<file path="src/rtl/multi_channel_debouncer.sv">
// N-channel debouncer: 2-FF synchroniser, per-channel polarity, debounce counter, rise/fall pulses.
// Optional auto-repeat while held is built only when the HOLD_REPEAT_EN macro is defined.
module multi_channel_debouncer #(
  parameter int                  CHANNELS      = 4,
  parameter int                  CNT_W         = 20,
  parameter int                  DEBOUNCE_TIME = 50000,
  parameter logic [CHANNELS-1:0] INVERT_MASK   = '0,
  parameter int                  HOLD_TIME     = 25000000,
  parameter int                  REPEAT_TIME   = 5000000
) (
  input  logic                clk,
  input  logic                rst,
  input  logic [CHANNELS-1:0] noisy_in,
  output logic [CHANNELS-1:0] stable_out,
  output logic [CHANNELS-1:0] rise_pulse,
  output logic [CHANNELS-1:0] fall_pulse,
  output logic [CHANNELS-1:0] repeat_pulse
);

  localparam logic [CNT_W-1:0] CNT_LAST = CNT_W'(DEBOUNCE_TIME - 1);

  if (CHANNELS < 1) begin : g_bad_channels
    $error("CHANNELS must be at least 1");
  end
  if (DEBOUNCE_TIME < 1 || DEBOUNCE_TIME > (2 ** CNT_W) - 1) begin : g_bad_debounce
    $error("DEBOUNCE_TIME must be in 1 .. 2**CNT_W-1");
  end
  if (HOLD_TIME < 1 || REPEAT_TIME < 1) begin : g_bad_hold
    $error("HOLD_TIME and REPEAT_TIME must be at least 1");
  end

  logic [CHANNELS-1:0] logical_in;
  logic [CHANNELS-1:0] sync_meta;
  logic [CHANNELS-1:0] sync_q;

  // Inversion happens before synchronisation so everything downstream is active-high.
  assign logical_in = noisy_in ^ INVERT_MASK;

  always_ff @(posedge clk or negedge rst) begin
    if (!rst) begin
      sync_meta <= '0;
      sync_q    <= '0;
    end else begin
      sync_meta <= logical_in;
      sync_q    <= sync_meta;
    end
  end

  for (genvar i = 0; i < CHANNELS; i++) begin : g_ch
    logic [CNT_W-1:0] cnt;
    logic             stable_r;
    logic             rise_r;
    logic             fall_r;
    logic             mismatch;
    logic             flip;

    assign mismatch = sync_q[i] ^ stable_r;
    assign flip     = mismatch && (cnt == CNT_LAST);

    always_ff @(posedge clk or negedge rst) begin
      if (!rst) begin
        cnt      <= '0;
        stable_r <= 1'b0;
        rise_r   <= 1'b0;
        fall_r   <= 1'b0;
      end else begin
        rise_r <= flip && sync_q[i];
        fall_r <= flip && !sync_q[i];
        // A bounce or a completed flip both restart the count from zero.
        if (!mismatch || flip) begin
          cnt <= '0;
        end else begin
          cnt <= cnt + 1'b1;
        end
        if (flip) begin
          stable_r <= sync_q[i];
        end
      end
    end

    assign stable_out[i] = stable_r;
    assign rise_pulse[i] = rise_r;
    assign fall_pulse[i] = fall_r;

`ifdef HOLD_REPEAT_EN
    localparam int HOLD_MAX = (HOLD_TIME > REPEAT_TIME) ? HOLD_TIME : REPEAT_TIME;
    localparam int HOLD_W   = $clog2(HOLD_MAX + 1);
    localparam logic [HOLD_W-1:0] HOLD_LAST = HOLD_W'(HOLD_TIME - 1);
    localparam logic [HOLD_W-1:0] REP_LAST  = HOLD_W'(REPEAT_TIME - 1);

    logic [HOLD_W-1:0] hold_cnt;
    logic              repeating;
    logic              rep_r;

    // hold_cnt measures cycles since the rise (or since the last repeat); a falling flip clears it.
    always_ff @(posedge clk or negedge rst) begin
      if (!rst) begin
        hold_cnt  <= '0;
        repeating <= 1'b0;
        rep_r     <= 1'b0;
      end else begin
        rep_r <= 1'b0;
        if (!stable_r || flip) begin
          hold_cnt  <= '0;
          repeating <= 1'b0;
        end else if (hold_cnt == (repeating ? REP_LAST : HOLD_LAST)) begin
          hold_cnt  <= '0;
          repeating <= 1'b1;
          rep_r     <= 1'b1;
        end else begin
          hold_cnt <= hold_cnt + 1'b1;
        end
      end
    end

    assign repeat_pulse[i] = rep_r;
`else
    assign repeat_pulse[i] = 1'b0;
`endif
  end

endmodule

</file>
<file path="config.mk">
export PLATFORM = sky130hd
export DESIGN_NAME = multi_channel_debouncer
export DESIGN_NICKNAME = d
export VERILOG_FILES = /design/src/rtl/multi_channel_debouncer.sv
export SDC_FILE = /design/constraint.sdc
export NUM_CORES = 1
export LEC_CHECK = 0
export ABC_AREA = 1
export CAP_MARGIN = 5
export CORE_UTILIZATION = 50
export DETAILED_ROUTE_END_ITERATION = 16
export HOLD_SLACK_MARGIN = 0.02
export PLACE_DENSITY = 0.72
export SYNTH_ARGS = -nofsm -noshare
export SYNTH_HDL_FRONTEND = slang
export SYNTH_SLANG_ARGS = --single-unit
</file>
<file path="constraint.sdc">
create_clock -name clk -period 1.7 [get_ports clk]
set_input_delay 0.17 -clock clk [delete_from_list [all_inputs] [get_ports clk]]
set_output_delay 0.17 -clock clk [all_outputs]
set_load 0.01 [all_outputs]
</file>
* Yosys cells after proc, flatten, opt, wreduce, memory -nomap -nowiden
Index checks and enable logic that the tools add are counted.
Word-level totals: bits in registers 100, bits of input ports 6, output and inout bits 16
Operators by class: add/sub/neg operators 4, equal/unequal tests 4, mux-type cells 4, bitwise operators 4, reductions and logical operators 24
Operator list (count):
- adder 20 x 1 -> 20 bit (second input constant) | 4
- == test 20 x 16 -> 1 bit (second input constant) | 4
- two-way mux 20 bit | 4
- logical AND 1 bit | 12
- logical NOT 1 bit | 8
- logical OR 1 bit | 4
- bitwise XOR 1 bit | 4

* Logic depth before layout (Yosys ltp)
depth in word-level cells 4, depth in mapped cells 9, depth with buffers taken out 9

* Least setup slack after synthesis
Ideal clock, no wire load.
kind reg-to-reg, start register g_ch[1].cnt[0], end register g_ch[1].cnt[16], setup time 115 ps, arrival 1280 ps, data required time 1585 ps, setup slack 305 ps, stages on the path, launching flop included 8, buffers on the path 1, cell sequence dfrtp_1 > ha_1 > nand2_1 > nor2_4 > nand3_4 > nand2_4 > buf_12 > nor2_2
Between the ends: word-level cells in the longest chain between the ends 4, elaborated cells on any way between the ends 5, classes of those cells 1 x add/sub; 1 x eq/ne; 1 x mux; 2 x reduce/logical
Ends and longest elaborated chain:
- from (decl) | RTL line 50 | logic [CNT_W-1:0] cnt;
- from (signal assigned) | RTL line 73 | cnt <= cnt + 1'b1;
- branches (longest 3 deep; another with adder 20 x 1 -> 20 bit)
- two-way mux 20 bit * | RTL line 70 | if (!mismatch || flip) begin
Every way passes the cells marked *. A chain may end at the register's enable or synchronous reset.

* Worst setup path in the final report
start register g_ch[1].cnt[0], end register g_ch[1].cnt[13]
Same word-level chain as after synthesis.

==> results <==
- The flow ran to the end, and the final reports show no timing, DRC or antenna violations.
- For the worst setup path, the data arrival time is 1800 ps.
- In the layout the commonest cells are sky130_fd_sc_hd__nor2_1 (163), sky130_fd_sc_hd__nand2_1 (142), sky130_fd_sc_hd__dfrtp_1 (100).
- The sum of overflow across all layers after global routing is 0.
- The clock reaches the later pin of the worst-skew pair after 370 ps.
- The total wirelength of the detailed-routed design is 9770 um.
- The count of maximum capacitance violations is 0.
- The width of the die is 106 um.
- The placed wire-length estimate is 7040 um.
- The number of warnings reported in the yosys synthesis log is 0.
- The total power draw is 4.05 mW.
- After the first detailed-routing iteration, the DRC count stood at between 150 and 200.
- The worst hold path startpoint is noisy_in[3].
- Setup violations remaining at the end of the flow were counted as 0.
- The count of different cell masters after synthesis is 28.
- Summing all flip-flop and latch instances after layout gives 2500 um2.
- Sorting the synthesized cells by area gives the leading types as sky130_fd_sc_hd__dfrtp_1 (46%), sky130_fd_sc_hd__nor2_1 (11%), sky130_fd_sc_hd__nand2_1 (9.8%), sky130_fd_sc_hd__xor2_1 (4.7%), sky130_fd_sc_hd__nand3_1 (4.6%).
- The final hold violation count came to 0.
- The cell with the largest stage delay on the worst path is sky130_fd_sc_hd__dfrtp_1.
- The final net count is 700.
- For this run, the number of standard cells in the final layout without fillers is 831.
- The number of antenna violations at the first check in global routing is 0.
- The post-synthesis area per instance is 8.04 um2.
- The floorplan step defined a die boundary enclosing 11,300 um2.
- The number of global-route vias before repair is 4,061.
- The worst hold-check path type is input pin to register.
- The final clock period utilization by the worst path is between 90% and 100%.
- In the final routed layout, each cell accounts on average for approximately 12 um.
- The number of antenna diodes in the final layout is 0.
- Of the cells placed in the final design, the portion with a size suffix greater than 1 is roughly an eighth.
- Setup repair after global routing left no endpoint under its margin.
- The required time of the worst setup path is 1960 ps.
- The number of detailed-route iterations in the first pass is 4.
- The count of vias placed by the detailed router is 4,120.
- TritonCTS built the clock tree.
- The weighted congestion reported at the end of routability-driven placement is approximately 0.87.
- The stage delay of the slowest cell on the critical path is 430 ps.
- The worst register-to-register path begins at g_ch[1].cnt[0].
- In this run the core area contains 37 standard-cell rows.
- The worst setup path is launched from a register.
- Clock-pin slew was measured on the worst setup and hold paths at 100 ps.
- After detailed routing, the number of vias per cell comes to 4.96.
- The number of cells produced by synthesis is 677.
- In this run, CTS created clock tree buffers numbering 9.
- The die is 106 um tall.
- The number of max-slew violations in the final report was 0.
- Dividing total power by cell area gives a power density of between 600 and 700 nW/um2.
- In this run the remaining antenna-violating nets after routing total 0.
- The commonest non-fill, non-tap cell in the layout is sky130_fd_sc_hd__nor2_1.
- The critical path goes through ha_1 -> nand2_1 -> nor2_4 -> nand3_4 -> nand2_4 -> nor2_1.
- Global routing used 19.4% of the available tracks across all layers.
- The largest driver fanout on the critical path is 19.
- After layout, the minimum clock period comes to 1540 ps.
- The startpoint of the worst setup timing path is g_ch[1].cnt[0].
- The critical path endpoint category is a register.
- The multi-input logic area is 2540 um2.
- The flop and latch count out of synthesis is 100.
- The area share of the largest cell type after synthesis is 46.0%.
- Entering global routing, the biggest net connects between 100 and 150 pins.
- The tree is rooted in a sky130_fd_sc_hd__clkbuf_8.
- For this run, the top clock speed supported by timing is 649 MHz.
- Summed over all instances, the cell type with the most area after synthesis is sky130_fd_sc_hd__dfrtp_1.
- The global-route wire length before repair is 17,600 um.
- The worst-case clock skew is 6.92 ps.
- Relative to the synthesized area, the layout overhead comes to 7.17%.
- The actual slew at the worst max-slew pin is 541 ps.
- Summed over all cells, the static leakage comes to 2.56 nW.
- The tree built by TritonCTS fans out to 100 sinks.
- The number of input and output port buffers inserted is 17.
- The category of cells accounting for the largest share of critical-path delay is simple AND/OR/NAND/NOR gates.
- The filler cells instantiated in the layout total 964.
- The H-tree depth is 3.
- The total DRC errors in the routed layout is 0.
- The synthesized netlist occupies a cell area of 5440 um2.
- After routing, the total negative slack on setup checks comes to 0 ps.
- Summing the sequential cell areas from Yosys gives a little under half of the chip area.
- The worst setup path is of the register to register kind.
- The buffering stage count on the worst path with inverters included is 0.
- The total area inside the core boundary comes to 10,400 um2.
- Measured against its own limit, the worst slew margin works out to 64.0%.
- Counting along the longest clock path gives a buffer depth of 2.
- The worst-case IR drop observed on VDD is 0.000415 V.
- The initial utilization of the core area, before any placement, comes to 52.2%.
- The number of top-level design ports is 22.
- Including well taps, the total number of placed cells is ~810.
## sequential cells by signal (all words and copies together), names as in the netlist
register       cells
g_ch.fall_r        4
sync_meta          4
g_ch.rise_r        4
g_ch.stable_r      4
sync_q             4
g_ch.cnt          80
## path summary, 6_finish.rpt
kind	end	slack, ps	depth (start not counted)
min reg2reg	sync_q[2]	360	0
max reg2reg	g_ch[1].cnt[13]	160	6
max in group asynchronous	g_ch[1].cnt[15]	900	3
max	g_ch[1].cnt[13]	160	6
min	sync_meta[3]	220	1
min in group asynchronous	g_ch[2].cnt[12]	350	3
## cell type report
class / instances / share of cell area, %
Clock buffer: 10 / 2.36
Sequential cell: 100 / 42.9
Multi-Input combinational cell: 497 / 43.6
Timing Repair Buffer: 19 / 3.39
Inverter: 63 / 4.05
Tap cell: 136 / 2.92
Clock inverter: 6 / 0.815
## stage by stage
step | utilization, % | hold slack, ps | setup slack [ps] | instance area [um2]
finish | 56.0 | 219 | 160 | 5830
global route | 56.0 | 202 | 4.40 | 5830
CTS | 56.0 | 190 | 148 | 5830
detailed placement | 54.1 | 275 | 158 | 5640
global placement | 54.1 | 267 | 218 | 5640
floorplan | - | -126 | 305 | 5450
## where the power goes
part,total [mW],internal (mW),switching [mW]
clock network,1.45,0.586,0.867
logic,0.161,0.0484,0.112
registers,2.44,2.41,0.0299
total,4.05,3.04,1.01
## synth_stat cells
library cell	number
sky130_fd_sc_hd__buf_4	16
sky130_fd_sc_hd__xnor2_1	15
sky130_fd_sc_hd__buf_6	3
sky130_fd_sc_hd__buf_12	1
sky130_fd_sc_hd__nor3_2	3
sky130_fd_sc_hd__nand4_1	7
sky130_fd_sc_hd__conb_1	1
sky130_fd_sc_hd__xor2_1	29
sky130_fd_sc_hd__nand2_2	12
sky130_fd_sc_hd__nand3_1	50
sky130_fd_sc_hd__inv_2	5
sky130_fd_sc_hd__xor2_2	1
sky130_fd_sc_hd__o21ai_0	2
sky130_fd_sc_hd__nor2_2	22
sky130_fd_sc_hd__o21bai_1	6
sky130_fd_sc_hd__o22ai_1	1
sky130_fd_sc_hd__nor2_1	163
sky130_fd_sc_hd__nor3_1	5
sky130_fd_sc_hd__or2_2	1
sky130_fd_sc_hd__nand2_1	142
sky130_fd_sc_hd__a21oi_1	10
sky130_fd_sc_hd__nand3_4	4
sky130_fd_sc_hd__nand2_4	6
sky130_fd_sc_hd__ha_1	4
sky130_fd_sc_hd__inv_1	58
sky130_fd_sc_hd__nor2_4	9
sky130_fd_sc_hd__nand3_2	1
sky130_fd_sc_hd__dfrtp_1	100
## kinds of logic (layout without fill, tap and decap cells)
group | count (synthesis) | count (layout) | synth area share (%)
compound gates | 19 | 19 | 2.05
simple gates | 425 | 425 | 36.1
xor+xnor | 45 | 45 | 7.38
fa+ha+maj | 4 | 4 | 0.920
flops | 100 | 100 | 46.0
other cells | 1 | 4 | 0.0689
buf+inv | 83 | 98 | 7.54
## timing repair
item / 4_1_cts / 5_1_grt
buffers inserted: 0 / 0
gates resized for setup: 0 / 0
hold endpoints to repair: 100 / 0
hold buffers: 1 / 0
## layer usage
layer	global-route usage [%]	share of wire, %	vias up
li1	-	-	2092
met1	24.3	48	1955
met2	32.5	47	61
met3	4.41	3.3	12
met4	7.44	1.6	0
met5	0	0	-
No activity file was read; power rests on OpenSTA's default activity.
